## src/rtl/sdram_loader_arb.sv

```systemverilog
// sdram_loader_arb
// Slot-based arbiter for the single SDRAM port shared by the BBC core and the
// data_io loader. While idle the core drives the SDRAM combinationally. While
// the loader owns the port, all SDRAM outputs come from registers that only
// change on mem_sync, and the core is held off the bus. Download bytes are
// buffered in a small FIFO and written one per slot; uploads are single
// outstanding reads. CMOS traffic (index 8'hff) never takes the port.
//
// Ports:
//   clk_sys, reset            clock, synchronous active-high reset
//   mem_sync                  one-cycle pulse at the start of each SDRAM slot
//   ioctl_download/upload     loader phase flags
//   ioctl_index/addr/dout     loader target selector, byte address, write data
//   ioctl_wr / ioctl_rd       download byte strobe / upload byte request
//   ioctl_din / ioctl_wait    upload read data / loader backpressure
//   core_adr/we/di            core request for the current slot
//   sdram_adr/we/di           request to the SDRAM controller
//   sdram_do                  read data of previous slot, valid with mem_sync
//   core_hold                 core must stay off the bus
//   overflow                  sticky: a strobe arrived while the FIFO was full
//   dbg_state_o               current arbiter state
//
// Loader handshake: ioctl_wr/ioctl_rd are single-cycle requests. A strobe is
// accepted in the cycle it is high; ioctl_wait high means the loader must not
// issue a further request (FIFO nearly full, or an upload read in flight).
module sdram_loader_arb #(
  parameter int unsigned FIFO_AW       = 2,
  parameter logic [24:0] ROM_BASE      = 25'h080000,
  parameter logic [24:0] IMG_BASE      = 25'h068000,
  parameter int unsigned RELEASE_SLOTS = 4
) (
  input  logic        clk_sys,
  input  logic        reset,
  input  logic        mem_sync,
  input  logic        ioctl_download,
  input  logic        ioctl_upload,
  input  logic [7:0]  ioctl_index,
  input  logic [24:0] ioctl_addr,
  input  logic [7:0]  ioctl_dout,
  input  logic        ioctl_wr,
  input  logic        ioctl_rd,
  output logic [7:0]  ioctl_din,
  output logic        ioctl_wait,
  input  logic [24:0] core_adr,
  input  logic        core_we,
  input  logic [7:0]  core_di,
  output logic [24:0] sdram_adr,
  output logic        sdram_we,
  output logic [7:0]  sdram_di,
  input  logic [7:0]  sdram_do,
  output logic        core_hold,
  output logic        overflow,
  output logic [2:0]  dbg_state_o
);

  localparam int unsigned DEPTH = 1 << FIFO_AW;
  localparam int unsigned RCW   = (RELEASE_SLOTS > 1) ? $clog2(RELEASE_SLOTS) : 1;
  localparam logic [FIFO_AW:0] FULL_CNT = (FIFO_AW+1)'(DEPTH);
  localparam logic [FIFO_AW:0] WAIT_CNT = (FIFO_AW+1)'(DEPTH - 1);
  localparam logic [RCW-1:0]   REL_LAST = RCW'(RELEASE_SLOTS - 1);

  typedef enum logic [2:0] {
    IDLE    = 3'd0,
    DL      = 3'd1,
    UL      = 3'd2,
    DRAIN   = 3'd3,
    RELEASE = 3'd4
  } state_e;

  state_e state_q, state_d;

  logic [24:0]        base_q;
  logic [24:0]        fifo_adr_q [DEPTH];
  logic [7:0]         fifo_dat_q [DEPTH];
  logic [FIFO_AW-1:0] wr_ptr_q, rd_ptr_q;
  logic [FIFO_AW:0]   count_q;
  logic [24:0]        adr_q;
  logic               we_q;
  logic [7:0]         di_q;
  logic               pend_q, issued_q;
  logic [24:0]        rd_adr_q;
  logic [7:0]         din_q;
  logic               ovf_q;
  logic [RCW-1:0]     rel_cnt_q;

  logic        owned, entry_dl, entry_ul, enter;
  logic        fifo_full, fifo_empty;
  logic        push_req, push, pop, rd_req;
  logic [24:0] ld_adr;

  assign owned      = (state_q != IDLE);
  assign entry_dl   = ioctl_download && (ioctl_index != 8'hff);
  assign entry_ul   = ioctl_upload && (ioctl_index != 8'hff);
  assign fifo_full  = (count_q == FULL_CNT);
  assign fifo_empty = (count_q == '0);
  // 25-bit add: loader addresses wrap modulo 2^25.
  assign ld_adr     = base_q + ioctl_addr;
  assign push_req   = (state_q == DL) && ioctl_wr;
  assign push       = push_req && !fifo_full;
  // Only the FIFO occupancy before this cycle counts, so a byte pushed in a
  // mem_sync cycle waits for the next slot.
  assign pop        = mem_sync && !fifo_empty && ((state_q == DL) || (state_q == DRAIN));
  assign rd_req     = (state_q == UL) && ioctl_rd && !pend_q;

  // Base is latched whenever we move from a non-loader state into DL/UL.
  assign enter = ((state_q == IDLE) || (state_q == RELEASE)) &&
                 ((state_d == DL) || (state_d == UL));

  always_comb begin
    state_d = state_q;
    case (state_q)
      IDLE: begin
        if (entry_dl)      state_d = DL;
        else if (entry_ul) state_d = UL;
      end
      DL: begin
        if (!ioctl_download) state_d = DRAIN;
      end
      UL: begin
        if (!ioctl_upload && !pend_q) state_d = RELEASE;
      end
      DRAIN: begin
        if (mem_sync && fifo_empty) state_d = RELEASE;
      end
      RELEASE: begin
        if (entry_dl)                            state_d = DL;
        else if (entry_ul)                       state_d = UL;
        else if (mem_sync && rel_cnt_q == REL_LAST) state_d = IDLE;
      end
      default: state_d = IDLE;
    endcase
  end

  always_ff @(posedge clk_sys) begin
    if (reset) begin
      state_q   <= IDLE;
      base_q    <= '0;
      wr_ptr_q  <= '0;
      rd_ptr_q  <= '0;
      count_q   <= '0;
      adr_q     <= '0;
      we_q      <= 1'b0;
      di_q      <= '0;
      pend_q    <= 1'b0;
      issued_q  <= 1'b0;
      rd_adr_q  <= '0;
      din_q     <= '0;
      ovf_q     <= 1'b0;
      rel_cnt_q <= '0;
    end else begin
      state_q <= state_d;

      if (enter) base_q <= (ioctl_index == 8'h00) ? ROM_BASE : IMG_BASE;

      if (push) wr_ptr_q <= wr_ptr_q + 1'b1;
      if (pop)  rd_ptr_q <= rd_ptr_q + 1'b1;
      case ({push, pop})
        2'b10:   count_q <= count_q + 1'b1;
        2'b01:   count_q <= count_q - 1'b1;
        default: count_q <= count_q;
      endcase

      if (push_req && fifo_full) ovf_q <= 1'b1;

      if (rd_req) begin
        rd_adr_q <= ld_adr;
        pend_q   <= 1'b1;
        issued_q <= 1'b0;
      end

      // Owned slot registers change only at slot starts; an unused slot
      // keeps the address and drops the write enable.
      if (owned && mem_sync) begin
        we_q <= 1'b0;
        if (pop) begin
          adr_q <= fifo_adr_q[rd_ptr_q];
          di_q  <= fifo_dat_q[rd_ptr_q];
          we_q  <= 1'b1;
        end else if ((state_q == UL) && pend_q && !issued_q) begin
          adr_q    <= rd_adr_q;
          issued_q <= 1'b1;
        end else if ((state_q == UL) && pend_q && issued_q) begin
          // sdram_do now carries the data of the slot the read was issued in.
          din_q    <= sdram_do;
          pend_q   <= 1'b0;
          issued_q <= 1'b0;
        end
      end

      if ((state_q != RELEASE) && (state_d == RELEASE)) begin
        rel_cnt_q <= '0;
      end else if ((state_q == RELEASE) && (state_d == RELEASE) && mem_sync) begin
        rel_cnt_q <= rel_cnt_q + 1'b1;
      end
    end
  end

  // FIFO storage needs no reset: occupancy is tracked by count_q alone.
  always_ff @(posedge clk_sys) begin
    if (push) begin
      fifo_adr_q[wr_ptr_q] <= ld_adr;
      fifo_dat_q[wr_ptr_q] <= ioctl_dout;
    end
  end

  assign sdram_adr   = owned ? adr_q : core_adr;
  assign sdram_we    = owned ? we_q  : core_we;
  assign sdram_di    = owned ? di_q  : core_di;
  assign core_hold   = owned;
  assign ioctl_din   = din_q;
  assign overflow    = ovf_q;
  assign ioctl_wait  = (count_q >= WAIT_CNT) || pend_q ||
                       ((state_q == UL) && ioctl_rd);
  assign dbg_state_o = state_q;

endmodule

```

## config.mk

```make
export PLATFORM = sky130hd
export DESIGN_NAME = sdram_loader_arb
export DESIGN_NICKNAME = d
export VERILOG_FILES = /design/src/rtl/sdram_loader_arb.sv
export SDC_FILE = /design/constraint.sdc
export NUM_CORES = 1
export LEC_CHECK = 0
export ABC_AREA = 1
export BUFFER_PORTS_ARGS = -buffer_cell sky130_fd_sc_hd__buf_2
export CORE_ASPECT_RATIO = 1.5
export CORE_MARGIN = 3
export CORE_UTILIZATION = 35
export DETAILED_ROUTE_END_ITERATION = 7
export PLACE_DENSITY = 0.59
export SLEW_MARGIN = 5
export SYNTH_ARGS = -nofsm -noshare
export SYNTH_HDL_FRONTEND = slang
export SYNTH_SLANG_ARGS = --single-unit
```

## constraint.sdc

```tcl
create_clock -name clk_sys -period 3.1 [get_ports clk_sys]
set_clock_uncertainty 0.1 [all_clocks]
set_input_delay 0.155 -clock clk_sys [delete_from_list [all_inputs] [get_ports clk_sys]]
set_output_delay 0.155 -clock clk_sys [all_outputs]
set_load 0.01 [all_outputs]
```

==> results.md, run 1 <==
- DR pass1 iterations: 5
- DRC violation total after the first TritonRoute iteration: 442
- P_leak: 4.556 nW
- Result of the run: finished clean
- Post-route cell area: 11320 um2
- Power Density: 613.4 nW/um2
- Vias in the first global route: 6980
- Number of synthesis warnings: 0
- Maximum number of pins on one net before global-route repair: 51
- Overall routing resource usage: 0.1665
- Worst reg2reg endpoint: count_q[2]
- Antenna-violating nets left: 0
- Total number of placement rows: 71
- Cell Area, Placed: 10190 um2
- Tcrit/Tclk final: 0.8359
- Floorplan die width: 137.7 um
- Hold Crit Start: ioctl_download
- Routed vias: 7176
- Gp weighted congestion: 0.7797
- Number of clock buffers inserted by TritonCTS: 22
- WHS: 13.17 ps
- Clock sink total: 218
- Final net count: 1222
- Number of resized instances in the post-cts repair step: 0
- Max FO, Critical Path: 36
- Wire length of the first global-routing pass: about 37000 um
- Sequential element share of the synthesized area: 0.6239
- Root Driver: sky130_fd_sc_hd__clkbuf_16
- IO Pins: approximately 140
- Count of buffers from port buffering: 137
- Max incr delay on CP: 460 ps
- Reg2Reg Setup Slack: 640 ps
- Clock latency at the later pin of the worst-skew pair: 500 ps
- Most common flop cell mapped by yosys: sky130_fd_sc_hd__edfxtp_1
- Data required, critical path: 2840 ps
- Worst relative slew slack: 0.4213
- Final worst slack: 508.7 ps
- Most area-hungry cell type in the Yosys netlist: sky130_fd_sc_hd__edfxtp_1
- Post-Syn Area: 9112 um2
- Area contributors post-synth: sky130_fd_sc_hd__edfxtp_1, sky130_fd_sc_hd__dfxtp_1, sky130_fd_sc_hd__nand2_1
- Max Clk Rate: 385.9 MHz
- End of the worst hold path: dbg_state_o[1]
- RSZ-0062 raised after global routing: false
- Number of cells on the critical path: 8
- Number of remaining DRC errors: 0
- Core Region: roughly 25000 um2
- Worst ir drop on vdd: 0.3854 mV
- Number of enable flip-flop cells after synthesis: 132
- Synth top area share: 0.4350
- Number of cells on the worst hold path: 6
- Pre-CTS setup slack: about 650 ps
- Proportion of register bits with asynchronous set or reset after synthesis: 0
- Crit-path cells: nor2_4, nand2_4, buf_4, clkinv_1, buf_4, nand2_1, nand2_1, buf_2
- Number of levels the H-tree was split into: 1
- Critical path start-end classification: reg -> out
- DIE HEIGHT: 203.6 um
- Total setup violations reported at the end of the flow: 0
- Post-detailed-routing wire length: 23500 um
- Clock tree from TritonCTS: built
- Count of buffering cells on the critical path with inverters included: 4
- Max-cap check violation count: 0
- Number of buffers inserted by post-CTS setup repair: 0
- Area Overhead vs Synth: 24.26%
- Clock-pin slew of the registers on the worst-case setup and hold paths: 70 ps
- Worst EP arrival: 2340 ps
- Area enclosed by the die boundary: 28050 um2
- Total Power Consumption: 6.946 mW
- Number of hold violations in the final report: 0
- Reg2reg start: dbg_state_o[2]
- Critical-path cell with the highest stage delay: sky130_fd_sc_hd__dfxtp_1
- Classification of the worst-slack hold path: in -> reg
- Flip-flop and latch count after synthesis: between 200 and 250
- Top library cells by usage in the layout, fill and taps aside: sky130_fd_sc_hd__nand2_1, sky130_fd_sc_hd__nor2_1, sky130_fd_sc_hd__buf_2
- Transition at the pin with the smallest max-transition slack: 864.8 ps
- Final count of pins violating max slew: 0
- Cell class contributing the biggest share of worst-path delay: buffers and inverters
- Endpoint type of the worst setup path: output pin
- Clock Tree Buf Depth: 3
- Post-Synthesis Cells: 950
- Antenna Diode Count: 0
- Share of layout cells above drive strength 1: 0.1822
- Routed via count divided by cell count: 4.902
- HPWL after detailed placement: 15240 um
- Overflow left after global routing: 0
- Total negative slack for setup checks: 0 ps
- Final min period: 2591 ps
- Average detailed-routed wire length per instance: 16.05 um
- Net count after synthesis: approximately 1.1k
- Crit start category: flop
- Starting density of the core: 0.3599
- Most common cell after layout, fill and taps aside: sky130_fd_sc_hd__nand2_1
- Logic depth of the worst register-to-register path: 13
- Number of unique standard cell types used by synthesis: 40
- Initial antenna violation count: 0
- Mean instance size in the synthesized netlist: 9.592 um2
-- logic make-up (layout without fill, tap and decap cells) --
logic type / count (synthesis) / in the layout / share of synthesized area
simple gates: 409 / 409 / 0.1763
flops: 218 / 218 / 0.6239
compound gates: 204 / 204 / 0.1299
buf+inv: 99 / 285 / 0.04490
fa+ha+maj: 12 / 12 / 0.01730
xor+xnor: 8 / 8 / 0.007689
-- area by class of cell --
cell class / count / area [um2]
multi-input combinational: 633 / 3055
tap: 328 / 410.4
sequential: 218 / 5687
clock inverter: 9 / 120.1
fill: 2462 / 13990
inverter: 48 / 186.4
clock buffer: 31 / 615.6
timing repair buffer: 197 / 1249
-- worst register-to-register path, delay by kind of cell (launching register included) --
kind / cells / cell delay, ps
buffers and inverters: 3 / 520
flip-flops: 1 / 370
adder cells (fa/ha/maj): 2 / 590
AO/OA/AOI/OAI: 4 / 450
AND/OR/NAND/NOR: 4 / 300
-- metal layers --
metal	part of all wire	global-route usage	wire length, um	vias to the layer above
met5	0	0	0	-
met4	0.030	0.05544	704	0
met3	0.049	0.01974	1152	39
met2	0.51	0.2964	11870	175
met1	0.42	0.2072	9773	3382
li1	-	-	-	3580
-- worst max-delay path by stage --
stage                                  end            from  slack [ps]
after detailed placement        count_q[2]  dbg_state_o[2]         650
after CTS                    sdram_adr[20]  dbg_state_o[1]         450
final                        sdram_adr[20]  dbg_state_o[1]         510
after floorplan           fifo_adr_q[0][0]  dbg_state_o[2]         140
after global placement          count_q[2]  dbg_state_o[2]         660
after global routing            count_q[2]      count_q[2]         270
-- power by group --
group	total [mW]	switching (mW)	internal, mW
Sequential	3.27	0.0552	3.22
Combinational	0.963	0.620	0.342
Clock	2.71	1.08	1.63
-- sequential cells by signal, indices dropped and copies added (netlist names), named ones only --
signal,cells
fifo_adr_q,100
fifo_dat_q,32
adr_q,25
rd_adr_q,25
di_q,8
ioctl_din,8
count_q,3
dbg_state_o,3
base_q,2
rd_ptr_q,2
rel_cnt_q,2
wr_ptr_q,2
issued_q,1
overflow,1
pend_q,1
we_q,1
-- what timing repair did --
action,in CTS,in global routing
endpoints found under the setup margin,0,0
hold buffers,40,0
hold endpoints to repair,141,0
-- stage by stage --
stage                 util  cells
CTS                 0.4472   1464
detailed placement  0.4024   1384
global route        0.4472   1464
finish              0.4472   1464
floorplan                -    950
global placement    0.4024   1384
-- Yosys cell counts, drive strengths merged, types with 5 or more instances --
cell / n
a21oi: 18
a31oi: 35
buf: 16
clkbuf: 35
dfxtp: 86
edfxtp: 132
ha: 11
inv: 45
nand2: 197
nand3: 6
nor2: 195
o21ai: 118
o21bai: 5
o32ai: 25
xor2: 6
No activity file was read; power rests on OpenSTA's default activity.
==> inputs of run 2 (changes only) <==
- clock period: 3.1 -> 2.2 ns (I/O delays scaled with it)
==> run 2 against run 1 <==
Combinational power up 51%. Register-to-register slack worse by 550 ps. Power up 40%. Sequential share of layout area down 1.0 points. Core utilization up 0.97 points. Highest routed layer unchanged. Setup slack worse by 420 ps. Die area unchanged. Sequential power up 41%. First-iteration DRC count down 3.2%. Clock power up 34%. Routed wire length down 1.2%.
==> results.md, run 2 (synthesis gave the netlist of run 1 again) <==
- Result of the run: finished clean (unchanged)
- Worst EP arrival: 2390 ps (was 2340 ps)
- Maximum number of pins on one net before global-route repair: 73 (was 51)
- Number of cells on the worst hold path: 5 (was 6)
- Classification of the worst-slack hold path: in -> reg (unchanged)
- Sequential Area: 5689 um2 (was 5687 um2)
- Worst ir drop on vdd: 0.6194 mV (was 0.3854 mV)
- HPWL after detailed placement: 14840 um (was 15240 um)
- Post-detailed-routing wire length: 23230 um (was 23500 um)
- Filler cells: 2437 (was 2462)
- Area of the multi-input gates: 3078 um2 (was 3055 um2)
- DIE HEIGHT: 203.6 um (unchanged)
- Reg2Reg Setup Slack: 90 ps (was 640 ps)
- Share of layout cells above drive strength 1: 0.2003 (was 0.1822)
- Max-cap check violation count: 0 (unchanged)
- P_leak: 4.666 nW (was 4.556 nW)
- Clock latency at the later pin of the worst-skew pair: 500 ps (about the same)
- Number of levels the H-tree was split into: 1 (unchanged)
- Max FO, Critical Path: 4 (was 36)
- Gp weighted congestion: 0.8008 (was 0.7797)
- Data required, critical path: 2490 ps (was 2840 ps)
- Most common cell after layout, fill and taps aside: sky130_fd_sc_hd__nand2_1 (unchanged)
- Wire length of the first global-routing pass: 37200 um (was 37000 um)
- Top library cells by usage in the layout, fill and taps aside: sky130_fd_sc_hd__nand2_1, sky130_fd_sc_hd__nor2_1, sky130_fd_sc_hd__buf_2 (unchanged)
- Overall routing resource usage: 0.1679 (was 0.1665)
- Starting density of the core: 0.3599 (unchanged)
- Tcrit/Tclk final: 0.9582
- Worst reg2reg endpoint: count_q[2] (unchanged)
- Total negative slack for setup checks: 0 ps (unchanged)
- Registers with the most flip-flops: fifo_adr_q (100), fifo_dat_q (32) (unchanged)
- Clock-pin slew of the registers on the worst-case setup and hold paths: 60 ps (was 70 ps)
- End of the worst hold path: base_q[19] (was dbg_state_o[1])
- Area enclosed by the die boundary: 28050 um2 (unchanged)
- Number of hold violations in the final report: 0 (unchanged)
- Vias in the first global route: 7227 (was 6980)
- Flip-flop count of the largest register, all copies and words added: 100 (unchanged)
- Logic depth of the worst register-to-register path: 11 (was 13)
- Antenna Diode Count: 0 (unchanged)
- Power Density: 838.0 nW/um2 (was 613.4 nW/um2)
- Total number of placement rows: 71 (unchanged)
- Final min period: between 2000 and 2500 ps
- Endpoint type of the worst setup path: flop (was output pin)
- WHS: 85.62 ps (was 13.17 ps)
- Crit start category: flop (unchanged)
- Clock Tree Buf Depth: 3 (unchanged)
- Hold Crit Start: ioctl_index[3] (was ioctl_download)
- IO Pins: 138 (unchanged)
- Initial antenna violation count: 0 (unchanged)
- Overflow left after global routing: 0 (unchanged)
- RSZ-0062 raised after global routing: true (was false)
- Final net count: 1239 (was 1222)
- Antenna-violating nets left: 0 (unchanged)
- Max Clk Rate: ~470 MHz
- Area Overhead vs Synth: 26.95% (was 24.26%)
- DR pass1 iterations: 7 (was 5)
- Worst relative slew slack: 0.6302 (was 0.4213)
- Root Driver: sky130_fd_sc_hd__clkbuf_16 (unchanged)
- Number of clock buffers inserted by TritonCTS: 22 (unchanged)
- DRC violation total after the first TritonRoute iteration: 428 (was 442)
- Total setup violations reported at the end of the flow: 0 (unchanged)
- Core Region: 25320 um2 (unchanged)
- Count of buffers from port buffering: 137 (unchanged)
- Critical path start-end classification: reg -> reg (was reg -> out)
- Routed via count divided by cell count: 4.837 (was 4.902)
- Floorplan die width: 137.7 um (unchanged)
- Routed vias: 7163 (was 7176)
- Clock sink total: 218 (unchanged)
- Reg2reg start: count_q[1] (was dbg_state_o[2])
- Number of remaining DRC errors: 0 (unchanged)
- Transition at the pin with the smallest max-transition slack: 554.6 ps (was 864.8 ps)
- Largest Register: fifo_adr_q (unchanged)
- Clock tree from TritonCTS: built (unchanged)
- Average detailed-routed wire length per instance: 15.68 um (was 16.05 um)
- Final count of pins violating max slew: 0 (unchanged)
run 2: cell count changes in the layout (fill, tap and decap cells not counted), sizes merged:
cell         before  now
clkinv            8    9
inv              45   46
buf             157  170
clkinvlp          1    0
clkbuf           31   32
bufinv            3    1
dlygate4sd3      40   44
run 2: worst max-delay path by stage:
stage | startpoint | endpoint
after floorplan | dbg_state_o[2] | fifo_adr_q[0][0]
after global placement | count_q[1] | count_q[2]
after detailed placement | count_q[2] | count_q[2]
after CTS | dbg_state_o[1] | sdram_adr[23]
after global routing | count_q[1] | count_q[2]
final | count_q[1] | count_q[2]
run 2: layout make-up:
type	instances	share of cell area
sequential	218	0.4918
clock buffer	32	0.05440
timing repair buffer	214	0.1287
clock inverter	8	0.007030
tap	328	0.03547
inverter	48	0.01655
multi-input combinational	633	0.2661
run 2: metal layers:
layer / vias up / wire [um] / track usage
met5: - / 0 / 0
met4: 0 / 440 / 0.04626
met3: 24 / 1117 / 0.01654
met2: 179 / 12250 / 0.3141
met1: 3342 / 9414 / 0.2015
li1: 3618 / - / -
run 2: where the power goes:
part | switching (mW) | total, mW | internal (mW) | leakage [nW]
logic | 0.890 | 1.45 | 0.559 | 2.43
registers | 0.0741 | 4.61 | 4.53 | 1.89
clock network | 1.52 | 3.64 | 2.12 | 0.351
run 2: repair_timing:
action                                 in CTS  in global routing
gates resized for setup                     4                  8
setup endpoints to repair                  30                 41
endpoints found under the hold margin     159                  0
setup buffers                               0                  2
pin swaps                                   0                  2
hold buffers                               44                  0
run 2: critical path: stages (launching register included):
cell and delay [ps]:
sky130_fd_sc_hd__dfxtp_1 360, sky130_fd_sc_hd__inv_1 110, sky130_fd_sc_hd__a31oi_1 170, sky130_fd_sc_hd__nand2_1 140
sky130_fd_sc_hd__inv_6 70, sky130_fd_sc_hd__ha_1 130, sky130_fd_sc_hd__inv_1 70, sky130_fd_sc_hd__fa_1 380
sky130_fd_sc_hd__a21oi_1 140, sky130_fd_sc_hd__o21ai_0 110, sky130_fd_sc_hd__o21ai_0 160, sky130_fd_sc_hd__a21oi_1 50
run 2: metrics by stage:
stage | std cells | util | setup WS (ps) | power [mW] | area (um2)
6_report | 1481 | 0.4569 | 92.04 | 9.694 | 11570
5_1_grt | 1481 | 0.4569 | -82.24 | 10.16 | 11570
4_1_cts | 1479 | 0.4551 | 24.72 | 9.776 | 11520
3_5_place_dp | 1395 | 0.4091 | 91.91 | 6.062 | 10360
3_3_place_gp | 1395 | 0.4091 | 111.9 | 6.042 | 10360
2_1_floorplan | 950 | - | -195.0 | 5.467 | 9126
==> inputs of run 3 (changes only) <==
- BUFFER_PORTS_ARGS: -buffer_cell sky130_fd_sc_hd__buf_2 -> -buffer_cell sky130_fd_sc_hd__buf_4
- CTS_CLUSTER_SIZE: not set -> 24
==> run 3 against run 2 <==
Core utilization is 1.3 points higher. Largest cell class unchanged. Critical path type unchanged. Power is 3.8% higher. Critical path depth stayed put. Highest routed layer unchanged. Critical endpoint unchanged.
==> results.md, run 3 (synthesis gave the netlist of run 1 again) <==
- Worst EP arrival: 2350 ps (was 2390 ps)
- Registers with the most flip-flops: fifo_adr_q (100), fifo_dat_q (32) (unchanged)
- Total number of placement rows: 71 (unchanged)
- Average detailed-routed wire length per instance: 15.86 um (was 15.68 um)
- Floorplan die width: 137.7 um (unchanged)
- Number of clock buffers inserted by TritonCTS: 22 (unchanged)
- Overall routing resource usage: 0.1663 (was 0.1679)
- Clock latency at the later pin of the worst-skew pair: 500 ps (about the same)
- DR pass1 iterations: 4 (was 7)
- Data required, critical path: 2480 ps (was 2490 ps)
- Switching part of the total: 0.2499 (was 0.2559)
- Initial antenna violation count: 0 (unchanged)
- Number of remaining DRC errors: 0 (unchanged)
- Critical path start-end classification: reg -> reg (unchanged)
- Share of layout cells above drive strength 1: 0.1979 (was 0.2003)
- Worst ir drop on vdd: 0.5593 mV (was 0.6194 mV)
- Clock share of power: 0.390 (was 0.375)
- Number of hold violations in the final report: 0 (unchanged)
- Final net count: 1233 (was 1239)
- Number of levels the H-tree was split into: 1 (unchanged)
- IO Pins: 138 (unchanged)
- Count of buffers from port buffering: 137 (unchanged)
- Result of the run: finished clean (unchanged)
- Antenna Diode Count: 0 (unchanged)
- Area Overhead vs Synth: 30.65% (was 26.95%)
- Vias in the first global route: 7228 (was 7227)
- Final min period: 2067 ps (was 2108 ps)
- Clock tree from TritonCTS: built (unchanged)
- Top library cells by usage in the layout, fill and taps aside: sky130_fd_sc_hd__nand2_1, sky130_fd_sc_hd__nor2_1, sky130_fd_sc_hd__buf_4 (was sky130_fd_sc_hd__nand2_1, sky130_fd_sc_hd__nor2_1, sky130_fd_sc_hd__buf_2)
- Gp weighted congestion: 0.8522 (was 0.8008)
- HPWL after detailed placement: 15010 um (was 14840 um)
- Clock Tree Buf Depth: 3 (unchanged)
- Total negative slack for setup checks: 0 ps (unchanged)
- Overflow left after global routing: 0 (unchanged)
- Maximum number of pins on one net before global-route repair: 51 (was 73)
- Routed via count divided by cell count: 4.888 (was 4.837)
- Number of cells on the worst hold path: 5 (unchanged)
- Wire length of the first global-routing pass: 36760 um (was 37200 um)
- Crit start category: flop (unchanged)
- Antenna-violating nets left: 0 (unchanged)
- Internal Power: 7.550 mW (was 7.214 mW)
- Most common cell after layout, fill and taps aside: sky130_fd_sc_hd__nand2_1 (unchanged)
- Max-cap check violation count: 0 (unchanged)
- Endpoint type of the worst setup path: flop (unchanged)
- Power Density: 845.4 nW/um2 (was 838.0 nW/um2)
- Filler cells: 2401 (was 2437)
- Sw Pwr: 2.516 mW (was 2.480 mW)
- Pre-CTS setup slack: 56.81 ps (was 91.91 ps)
- Total setup violations reported at the end of the flow: 0 (unchanged)
- Clock sink total: 218 (unchanged)
- Max Clk Rate: 483.7 MHz (was 474.4 MHz)
- DRC violation total after the first TritonRoute iteration: 396 (was 428)
- Number of buffers inserted by post-CTS setup repair: 0 (unchanged)
- Routed vias: 7210 (was 7163)
- Clock-pin slew of the registers on the worst-case setup and hold paths: 70 ps (was 60 ps)
- Post-detailed-routing wire length: 23390 um (was 23230 um)
- Final worst slack: 132.5 ps (was 92.04 ps)
- Final count of pins violating max slew: 0 (unchanged)
- Largest Register: fifo_adr_q (unchanged)
- Starting density of the core: 0.3599 (unchanged)
- Share of power burned in combinational logic: 0.151 (was 0.149)
- Root Driver: sky130_fd_sc_hd__clkbuf_16 (unchanged)
- Area enclosed by the die boundary: 28050 um2 (unchanged)
- Max FO, Critical Path: 4 (unchanged)
- Flip-flop count of the largest register, all copies and words added: 100 (unchanged)
- Tcrit/Tclk final: 0.9398 (was 0.9582)
- Transition at the pin with the smallest max-transition slack: 583.3 ps (was 554.6 ps)
- Relative contribution of sequential cells to total power: 0.458 (was 0.475)
- DIE HEIGHT: 203.6 um (unchanged)
- Worst relative slew slack: 0.6111 (was 0.6302)
- Logic depth of the worst register-to-register path: 11 (unchanged)
- Core Region: 25320 um2 (unchanged)
- P_leak: 4.748 nW (was 4.666 nW)
- Classification of the worst-slack hold path: in -> reg (unchanged)
## run 3: cell types whose count changed in the layout (fill, tap and decap cells not counted), sizes merged
| cell | change |
|---|---|
| bufinv | +3 |
| clkbuf | -7 |
| clkinv | +1 |
| clkinvlp | +2 |
| inv | +1 |
| dlygate4sd3 | +1 |
| buf | -7 |
## run 3: area by class of cell
class / instances / area, um2 / area share
clock buffers: 25 / 583.1 / 0.04898
clock inverters: 15 / 181.4 / 0.01524
inverters: 48 / 188.9 / 0.01587
multi-input cells: 633 / 3085 / 0.2592
flip-flops and latches: 218 / 5690 / 0.4780
well taps: 328 / 410.4 / 0.03447
repair buffers: 208 / 1765 / 0.1483
## run 3: path summary, 6_finish.rpt
check	slack, ps	endpoint	from
max	130	count_q[2]	count_q[1]
max reg2reg	130	count_q[2]	count_q[1]
min reg2reg	380	adr_q[16]	rd_adr_q[16]
min	30	base_q[19]	ioctl_index[0]
## run 3: metal layers
layer | global-route usage | part of all wire
met3 | 0.01802 | 0.046
met5 | 0 | 0
met4 | 0.05579 | 0.030
met2 | 0.3092 | 0.53
met1 | 0.1961 | 0.39
## run 3: repair_timing
item                                    in CTS  in global routing
hold buffers                                45                  0
resized for setup                            1                 13
endpoints found under the setup margin      34                 28
pin swaps                                    0                  1
hold endpoints to repair                   158                  0
## run 3: worst max-delay path: stages, from the launching register on
cell,delay [ps]
sky130_fd_sc_hd__dfxtp_2,340
sky130_fd_sc_hd__inv_1,80
sky130_fd_sc_hd__a31oi_1,190
sky130_fd_sc_hd__nand2_1,150
sky130_fd_sc_hd__inv_6,70
sky130_fd_sc_hd__ha_1,130
sky130_fd_sc_hd__inv_1,70
sky130_fd_sc_hd__fa_1,370
sky130_fd_sc_hd__a21oi_1,150
sky130_fd_sc_hd__o21ai_1,100
sky130_fd_sc_hd__o21ai_1,130
sky130_fd_sc_hd__a21oi_1,50
## run 3: metrics by stage
step / power, mW / instance area, um2 / std cells / util / hold WS (ps)
after floorplan: 5.467 / 9126 / 950 / - / 108.9
after global placement: 6.147 / 10650 / 1390 / 0.4207 / 214.7
after detailed placement: 6.166 / 10650 / 1390 / 0.4207 / 220.7
after CTS: 10.17 / 11870 / 1475 / 0.4687 / 24.69
after global routing: 10.50 / 11910 / 1475 / 0.4702 / 67.20
final: 10.07 / 11910 / 1475 / 0.4702 / 30.53
## run 3: power by group through the flow
stage                     registers, mW  clock network [mW]  logic (mW)
after global placement             4.69                   0        1.45
after detailed placement           4.70                   0        1.47
after floorplan                    4.68                   0       0.784
final                              4.61                3.93        1.52
after CTS                          4.61                4.02        1.54
after global routing               4.63                4.17        1.70
